`src/rtl/reservation_station_pkg.sv`:
```
// Shared types, opcodes and sizing for the integer/branch reservation station.
// Entry layout is one packed struct so select and dispatch move whole records.
package reservation_station_pkg;

    localparam int RS_SIZE   = 16;
    localparam int RS_IDX_W  = 4;
    localparam int ROB_TAG_W = 5;
    localparam int OPENUM_W  = 6;

    typedef logic [OPENUM_W-1:0]  openum_t;
    typedef logic [31:0]          data_t;
    typedef logic [31:0]          addr_t;
    typedef logic [ROB_TAG_W-1:0] rob_pos_t;
    typedef logic [RS_IDX_W-1:0]  rs_id_t;

    localparam logic TRUE  = 1'b1;
    localparam logic FALSE = 1'b0;

    localparam openum_t OPENUM_NOP  = 6'd0;
    localparam openum_t OPENUM_ADD  = 6'd1;
    localparam openum_t OPENUM_SUB  = 6'd2;
    localparam openum_t OPENUM_ADDI = 6'd3;
    localparam openum_t OPENUM_BEQ  = 6'd4;
    localparam openum_t OPENUM_BNE  = 6'd5;
    localparam openum_t OPENUM_JAL  = 6'd6;
    localparam openum_t OPENUM_JALR = 6'd7;

    typedef struct packed {
        openum_t  openum;
        rob_pos_t rob_pos;
        logic     rs1_rdy;
        data_t    rs1_val;
        rob_pos_t rs1_tag;
        logic     rs2_rdy;
        data_t    rs2_val;
        rob_pos_t rs2_tag;
        data_t    imm;
        addr_t    pc;
    } rs_entry_t;

    function automatic logic bc_hit(input logic en, input rob_pos_t bc_tag, input rob_pos_t tag);
        return en && (bc_tag == tag);
    endfunction

endpackage

```
`src/rtl/rs_priority_enc.sv`:
```
// Lowest-index priority encoder with a found flag; used for free-slot and
// ready-slot search.
module rs_priority_enc
    import reservation_station_pkg::*;
#(
    parameter int N     = RS_SIZE,
    parameter int IDX_W = RS_IDX_W
) (
    input  logic [N-1:0]     req,
    output logic [IDX_W-1:0] idx,
    output logic             found
);

    // Scan downward so the last assignment is the lowest set index.
    always_comb begin
        idx   = '0;
        found = FALSE;
        for (int i = N - 1; i >= 0; i--) begin
            if (req[i]) begin
                idx   = IDX_W'(i);
                found = TRUE;
            end
        end
    end

endmodule

```
`src/rtl/reservation_station.sv`:
```
// Out-of-order issue buffer: holds dispatched ALU ops until both operands are
// captured (directly, by dispatch bypass or by broadcast wakeup), issues one per cycle.
module reservation_station
    import reservation_station_pkg::*;
(
    input  logic     clk,
    input  logic     rst,
    input  logic     rdy,
    input  logic     clr,
    input  logic     dsp_to_rs_enable,
    input  openum_t  dsp_to_rs_openum,
    input  rob_pos_t dsp_to_rs_rob_pos,
    input  logic     dsp_to_rs_rs1_ready,
    input  data_t    dsp_to_rs_rs1_val,
    input  rob_pos_t dsp_to_rs_rs1_tag,
    input  logic     dsp_to_rs_rs2_ready,
    input  data_t    dsp_to_rs_rs2_val,
    input  rob_pos_t dsp_to_rs_rs2_tag,
    input  data_t    dsp_to_rs_imm,
    input  addr_t    dsp_to_rs_pc,
    output logic     rs_full,
    input  logic     alu_bc_enable,
    input  rob_pos_t alu_bc_rob_pos,
    input  data_t    alu_bc_val,
    input  logic     lsb_bc_enable,
    input  rob_pos_t lsb_bc_rob_pos,
    input  data_t    lsb_bc_val,
    output logic     rs_to_alu_enable,
    output openum_t  rs_to_alu_openum,
    output rob_pos_t rs_to_alu_rob_pos,
    output data_t    rs_to_alu_rs1_val,
    output data_t    rs_to_alu_rs2_val,
    output data_t    rs_to_alu_imm,
    output addr_t    rs_to_alu_pc
);

    rs_entry_t          entries [RS_SIZE];
    logic [RS_SIZE-1:0] valid;
    logic [RS_SIZE-1:0] ready_vec;
    rs_id_t             free_idx;
    rs_id_t             sel_idx;
    logic               free_found;
    logic               sel_found;
    logic               do_dispatch;
    rs_entry_t          new_entry;

    always_comb begin
        for (int i = 0; i < RS_SIZE; i++) begin
            ready_vec[i] = valid[i] & entries[i].rs1_rdy & entries[i].rs2_rdy;
        end
    end

    assign rs_full     = &valid;
    assign do_dispatch = dsp_to_rs_enable && free_found;

    rs_priority_enc #(.N(RS_SIZE), .IDX_W(RS_IDX_W)) u_free_enc (
        .req   (~valid),
        .idx   (free_idx),
        .found (free_found)
    );

    rs_priority_enc #(.N(RS_SIZE), .IDX_W(RS_IDX_W)) u_sel_enc (
        .req   (ready_vec),
        .idx   (sel_idx),
        .found (sel_found)
    );

    // Dispatch bypass: capture a result broadcast in the same cycle as the write.
    always_comb begin
        new_entry         = '0;
        new_entry.openum  = dsp_to_rs_openum;
        new_entry.rob_pos = dsp_to_rs_rob_pos;
        new_entry.imm     = dsp_to_rs_imm;
        new_entry.pc      = dsp_to_rs_pc;
        new_entry.rs1_tag = dsp_to_rs_rs1_tag;
        new_entry.rs2_tag = dsp_to_rs_rs2_tag;
        new_entry.rs1_rdy = dsp_to_rs_rs1_ready;
        new_entry.rs1_val = dsp_to_rs_rs1_val;
        new_entry.rs2_rdy = dsp_to_rs_rs2_ready;
        new_entry.rs2_val = dsp_to_rs_rs2_val;
        if (!dsp_to_rs_rs1_ready) begin
            if (bc_hit(alu_bc_enable, alu_bc_rob_pos, dsp_to_rs_rs1_tag)) begin
                new_entry.rs1_rdy = TRUE;
                new_entry.rs1_val = alu_bc_val;
            end else if (bc_hit(lsb_bc_enable, lsb_bc_rob_pos, dsp_to_rs_rs1_tag)) begin
                new_entry.rs1_rdy = TRUE;
                new_entry.rs1_val = lsb_bc_val;
            end
        end
        if (!dsp_to_rs_rs2_ready) begin
            if (bc_hit(alu_bc_enable, alu_bc_rob_pos, dsp_to_rs_rs2_tag)) begin
                new_entry.rs2_rdy = TRUE;
                new_entry.rs2_val = alu_bc_val;
            end else if (bc_hit(lsb_bc_enable, lsb_bc_rob_pos, dsp_to_rs_rs2_tag)) begin
                new_entry.rs2_rdy = TRUE;
                new_entry.rs2_val = lsb_bc_val;
            end
        end
    end

    // Control and issue registers: valid bits and the ALU-facing payload.
    always_ff @(posedge clk or negedge rst) begin
        if (!rst) begin
            valid             <= '0;
            rs_to_alu_enable  <= FALSE;
            rs_to_alu_openum  <= '0;
            rs_to_alu_rob_pos <= '0;
            rs_to_alu_rs1_val <= '0;
            rs_to_alu_rs2_val <= '0;
            rs_to_alu_imm     <= '0;
            rs_to_alu_pc      <= '0;
        end else if (clr) begin
            valid            <= '0;
            rs_to_alu_enable <= FALSE;
        end else if (rdy) begin
            rs_to_alu_enable <= sel_found;
            if (sel_found) begin
                valid[sel_idx]    <= FALSE;
                rs_to_alu_openum  <= entries[sel_idx].openum;
                rs_to_alu_rob_pos <= entries[sel_idx].rob_pos;
                rs_to_alu_rs1_val <= entries[sel_idx].rs1_val;
                rs_to_alu_rs2_val <= entries[sel_idx].rs2_val;
                rs_to_alu_imm     <= entries[sel_idx].imm;
                rs_to_alu_pc      <= entries[sel_idx].pc;
            end
            if (do_dispatch) begin
                valid[free_idx] <= TRUE;
            end
        end
    end

    // Entry payload: wakeup of pending operands, then the dispatch write into a free slot.
    always_ff @(posedge clk) begin
        if (rdy && !clr) begin
            for (int i = 0; i < RS_SIZE; i++) begin
                if (valid[i] && !entries[i].rs1_rdy) begin
                    if (bc_hit(alu_bc_enable, alu_bc_rob_pos, entries[i].rs1_tag)) begin
                        entries[i].rs1_rdy <= TRUE;
                        entries[i].rs1_val <= alu_bc_val;
                    end else if (bc_hit(lsb_bc_enable, lsb_bc_rob_pos, entries[i].rs1_tag)) begin
                        entries[i].rs1_rdy <= TRUE;
                        entries[i].rs1_val <= lsb_bc_val;
                    end
                end
                if (valid[i] && !entries[i].rs2_rdy) begin
                    if (bc_hit(alu_bc_enable, alu_bc_rob_pos, entries[i].rs2_tag)) begin
                        entries[i].rs2_rdy <= TRUE;
                        entries[i].rs2_val <= alu_bc_val;
                    end else if (bc_hit(lsb_bc_enable, lsb_bc_rob_pos, entries[i].rs2_tag)) begin
                        entries[i].rs2_rdy <= TRUE;
                        entries[i].rs2_val <= lsb_bc_val;
                    end
                end
            end
            if (do_dispatch) begin
                entries[free_idx] <= new_entry;
            end
        end
    end

endmodule

```
`config.mk`:
```
export PLATFORM = sky130hd
export DESIGN_NAME = reservation_station
export DESIGN_NICKNAME = d
export VERILOG_FILES = /design/src/rtl/reservation_station_pkg.sv /design/src/rtl/rs_priority_enc.sv /design/src/rtl/reservation_station.sv
export SDC_FILE = /design/constraint.sdc
export NUM_CORES = 2
export LEC_CHECK = 0
export BUFFER_PORTS_ARGS = -buffer_cell sky130_fd_sc_hd__buf_4
export CAP_MARGIN = 20
export CORE_MARGIN = 4
export CORE_UTILIZATION = 35
export CTS_BUF_LIST = sky130_fd_sc_hd__clkbuf_4 sky130_fd_sc_hd__clkbuf_8
export DETAILED_ROUTE_END_ITERATION = 7
export HOLD_SLACK_MARGIN = 0.03
export PLACE_DENSITY = 0.5
export SYNTH_ARGS = -nofsm -noshare
export SYNTH_HDL_FRONTEND = slang
export SYNTH_SLANG_ARGS = --single-unit
```
`constraint.sdc`:
```
create_clock -name clk -period 6.45 [get_ports clk]
set_clock_uncertainty 0.1 [all_clocks]
set_input_delay 0.645 -clock clk [delete_from_list [all_inputs] [get_ports clk]]
set_output_delay 0.645 -clock clk [all_outputs]
set_load 0.02 [all_outputs]
```
Yosys cells after proc, flatten, opt, wreduce, memory -nomap -nowiden
Memory sizes are Yosys's and may differ from the RTL's. A register that Yosys moved wholly into a read port is not among the register bits.
Index checks and enable logic that the tools add are counted.
{ "word_totals": {"register_bits": 17, "n_memories": 1, "latchBits": 0, "output_inout_bits": 141, "word_cells": 754, "ramBits": 2416, "romBits": 0} }
{ "memory_table": {"columns": ["memory", "words", "width", "read_ports", "rd_ports_with_merged_regs", "wr", "line", "source"], "rows": [
  ["entries", 16, 151, 17, 1, 17, "reservation_station.sv:37", "rs_entry_t entries [RS_SIZE];"]
]} }
{ "op_classes": {"magnitude_cmp": 4, "reduce_logical": 141, "mux": 437, "n_mul": 0, "n_eq_ne": 68, "bitwise_logic": 101, "n_div": 0, "n_shift": 0, "add_sub_neg": 0} }
{ "op_table": {"columns": ["operator", "count"], "rows": [
  ["$mux 32", 32],
  ["$mux 1", 359],
  ["$eq 5x5->1", 68],
  ["$mux 33", 6],
  ["$mux 4", 32],
  ["$logic_and 1x1->1", 104],
  ["$mux 16", 6],
  ["$or 1x1->1", 64],
  ["$logic_not 1->1", 34],
  ["$and 1x1->1", 32],
  ["$not 16->16", 2],
  ["$and 16x16->16", 1],
  ["$or 16x16->16", 1],
  ["$reduce_and 16->1", 1],
  ["$lt 4x5->1 const B", 2],
  ["$demux 1 s4", 2],
  ["$ge 4x1->1 const B", 2],
  ["$reduce_and 3->1", 1],
  ["$reduce_bool 2->1", 1],
  ["$not 1->1", 1]
]} }

Longest topological paths before layout
An unclocked memory read counts as a cell.
{ "logic_depth": {"word_depth": 32, "ltp_mapped": 12} }

Modules after synthesis
From an unflattened synthesis, not the netlist that was laid out.
{ "hier_totals": {"hier_cells": 8579, "area_unflattened_um2": 129528.0} }
{ "by_module_without_submodules": {"columns": ["module", "area_each_um2", "cells_per_inst", "instances"], "rows": [
  ["reservation_station", 129170.1, 8513, 1],
  ["rs_priority_enc", 178.9, 33, 2]
]} }

Worst setup path before layout
OpenSTA, ideal clock, no wires.
{ "synth_timing": {"path_type": "input to register", "start": "input alu_bc_rob_pos[1]", "end": "memory entries[10][100] (netlist name), enable pin", "t_required_ps": 5811, "arrival_time_ps": 5771, "cell_stages": 7, "path_buffers": 3, "setup_time_ps": 539, "setup_slack_ps": 40, "path_cell_list": "buf_2 > buf_2 > buf_2 > xor2_1 > nor4_1 > nand3_1 > o311ai_0"} }
{ "synth_lines": {"columns": ["item", "line", "source"], "rows": [
  ["start, declared", "reservation_station.sv:23", "input rob_pos_t alu_bc_rob_pos,"],
  ["end, declared", "reservation_station.sv:37", null]
]} }

==> flow_summary.ini <==
[status]
run_status = complete, no violations

[detailed_routing]
vias_per_cell = 6.01
antenna_left = 0
dr_total_vias = 86400
routed_wl_mm = 500
drc_errors = 0
dr.first_iter.drc_count = 9665
first_pass_iters = 7
routedWlPerCell_um = 34.8

[floorplanning]
die_y_um = 599
die_x_um = 599
core_um2 = 347000
die_area_um2 = 358000
row_count = 216
start_util_pct = 35.2
ios = 373

[synth]
ys_seq_area_share_pct = 62.6
synthTopCellsByArea = edfxtp_1, mux2i_1, dfrtp_1
synth_area_um2 = 122000
async_reset_ff_share_pct = 6.07
ys_ff_latch = 2572
synth_edf_count = 2415
synth_most_common_cell = edfxtp_1
synth_nets = 9269
synth_common_cells = edfxtp_1, mux2i_1, clkbuf_1
synth_top_cell_by_area = edfxtp_1
synth_cell_type_count = 72
synth_flop_cell = edfxtp_1
syn_inst = 9037
synth_warnings = 0
syn_area_per_cell_um2 = 13.5
yosysTopAreaCellShare_pct = 59.4

[sta]
slew_headroom_pct = 15.4
tns_ns = 0
period_minus_slack_ns = 4.82
setup_viol = 0
slew_viol_final = 0
max_freq_mhz = 207
hold_viol = 0
fin_crit_sh_pct = 74.8
rsz0062_at_grt = no
worstMarginPinSlew_ns = 1.25

[critical_path]
cpPeakStageDelay_ns = 0.87
start_kind = flop
arrival_ns = 5.61
crit_required_ns = 7.24
path_class = flop to flop
cp_num_cells = 10
r2r_cells = 10
crit_chain = nand2b_1 > a21boi_0 > o21ai_0 > a21oi_1 > o21a_1 > o21ai_0 > nand3_4 > buf_4 > mux2i_1 > dlygate4sd3_1
critPathCaptureType = flop
cp_max_fo = 25
crit_family = compound AO/OA/AOI/OAI gates
crit_top_cell = o21ai_0
path_buf_inv = 2
crit_slowest_cell = nand3_4

[clock_network]
cts_tree = built
htree_levels = 5
clk_pin_slew_ns = 0.06
insertion_delay_ns = 1.14
ctsResizeCount = 0
clock_sinks = 2572
postCtsHoldBufs = 190
cts_buffers = 448
cts_buffer_depth = 4
root_buffer = clkbuf_8
postCtsSetupBuffers = 0

[global_route]
grt-ovfl-total = 0
grt_pass1_vias = 85700
grt_antenna_before_repair = 35
grt_max_degree = 113
grt_use_total_pct = 27.0
grt_pass1_wl_mm = 688

[final_layout]
drive_gt1_share_pct = 17.9
fin_util_pct = 40.7
area_growth_pct = 15.6
nets = 9612
final_area_um2 = 141000

[min_path]
whs_path_depth = 4
min_path_type = primary input to flop

[power]
ir_drop_mv = 0.171
cellPowerDensity_nw_per_um2 = 259
p_leak_nw = 51.7

[placement]
io_buffer_count = 372
dp_hpwl_mm = 271
globalplace.congestion = 0.926
placed_area_um2 = 130000

[flow_run]
drv_cap = 0
-- metal layers --
layer / global-route usage (%) / part of all wire (%)
met1: 34.5 / 39
met2: 44.1 / 47
met3: 4.47 / 8.0
met4: 13.7 / 5.8
met5: 0 / 0.0054
-- where the power goes --
part	switching [W]	internal (W)	leakage [nW]	total [W]
Clock	0.00704	0.00820	4.79	0.0152
Combinational	0.00159	0.000980	23.1	0.00257
Sequential	0.000303	0.0185	23.8	0.0188
Total	0.00893	0.0277	51.7	0.0366
-- metrics by stage --
stage / hold slack [ns] / total power [W] / std cells / worst slack, ns
3_5_place_dp: 0.391 / 0.0216 / 13300 / 1.85
5_1_grt: 0.0964 / 0.0378 / 14400 / 1.59
4_1_cts: 0.0306 / 0.0369 / 14300 / 1.78
2_1_floorplan: 0.249 / 0.0203 / 9037 / 0.0403
6_report: 0.128 / 0.0366 / 14400 / 1.63
3_3_place_gp: 0.384 / 0.0215 / 13300 / 1.77
-- cells in the final DEF, fill, tap and decap left out, drive strengths merged, types with 8 or more instances in the layout --
master	synthesis	routed
nand4	143	143
o22ai	229	229
nor4	64	64
o21ai	13	13
and2	116	116
diode	0	15
mux2	195	195
clkinv	3	112
or4	8	8
xor2	250	250
and3	174	174
inv	20	34
xnor2	90	90
a211oi	259	259
nor2	240	240
a221oi	51	51
clkinvlp	0	14
o32a	139	139
a21oi	575	575
nor2b	259	259
edfxtp	2415	2415
clkbuf	671	697
a222oi	116	116
nand3	76	76
buf	296	670
nand2	565	565
a221o	139	139
or3	13	13
dfrtp	156	156
nor3	24	24
o311ai	15	15
mux2i	1479	1479
a2111oi	112	112
dlygate4sd3	0	190
o211ai	8	8
o22a	64	64
-- registers in the layout (all words and copies together), names as in the netlist --
register,flops
rs_to_alu_rs1_val,32
rs_to_alu_pc,32
valid,16
rs_to_alu_imm,32
rs_to_alu_enable,1
rs_to_alu_rob_pos,5
entries,2416
rs_to_alu_openum,6
rs_to_alu_rs2_val,32
-- kinds of logic (layout without fill, tap and decap cells) --
group,after synthesis,in the layout,synth area share (%)
AOI/OAI and AO/OA,1761,1761,10.6
xor gates and xnor gates,340,340,2.44
buffers and inverters,990,1718,3.36
DFF,2572,2572,62.6
muxes,1674,1674,13.9
other,0,15,0
and+or+nand+nor,1700,1700,7.05
-- worst register-to-register path, stage by stage, from the launching register on --
cell and delay (ns):
dfrtp_1 0.47, nand2b_1 0.11, a21boi_0 0.07, o21ai_0 0.21
a21oi_1 0.13, o21a_1 0.24, o21ai_0 0.77, nand3_4 0.88
buf_4 0.76, mux2i_1 0.24, dlygate4sd3_1 0.60
-- area by class of cell --
cell class                      count  area (µm²)
Fill cell                       32200      206000
Sequential cell                  2572       76400
Multi-Input combinational cell   5475       42100
Clock buffer                      697        8300
Timing Repair Buffer              860        7680
Tap cell                         4578        5730
Clock inverter                    138         726
Inverter                           23         139
Antenna cell                       15        37.5
-- path summary, 6_finish.rpt --
path	from	end	slack [ns]
max reg2reg	valid[14]	entries[14][134]	1.63
min reg2reg	rs_to_alu_imm[25]	rs_to_alu_imm[25]	0.40
max in group asynchronous	rst	rs_to_alu_imm[26]	4.67
min in group asynchronous	rst	rs_to_alu_rs2_val[10]	0.16
min	dsp_to_rs_rs1_val[5]	entries[15][112]	0.13
max	valid[14]	entries[14][134]	1.63
Power figures use the tool's default switching activity.
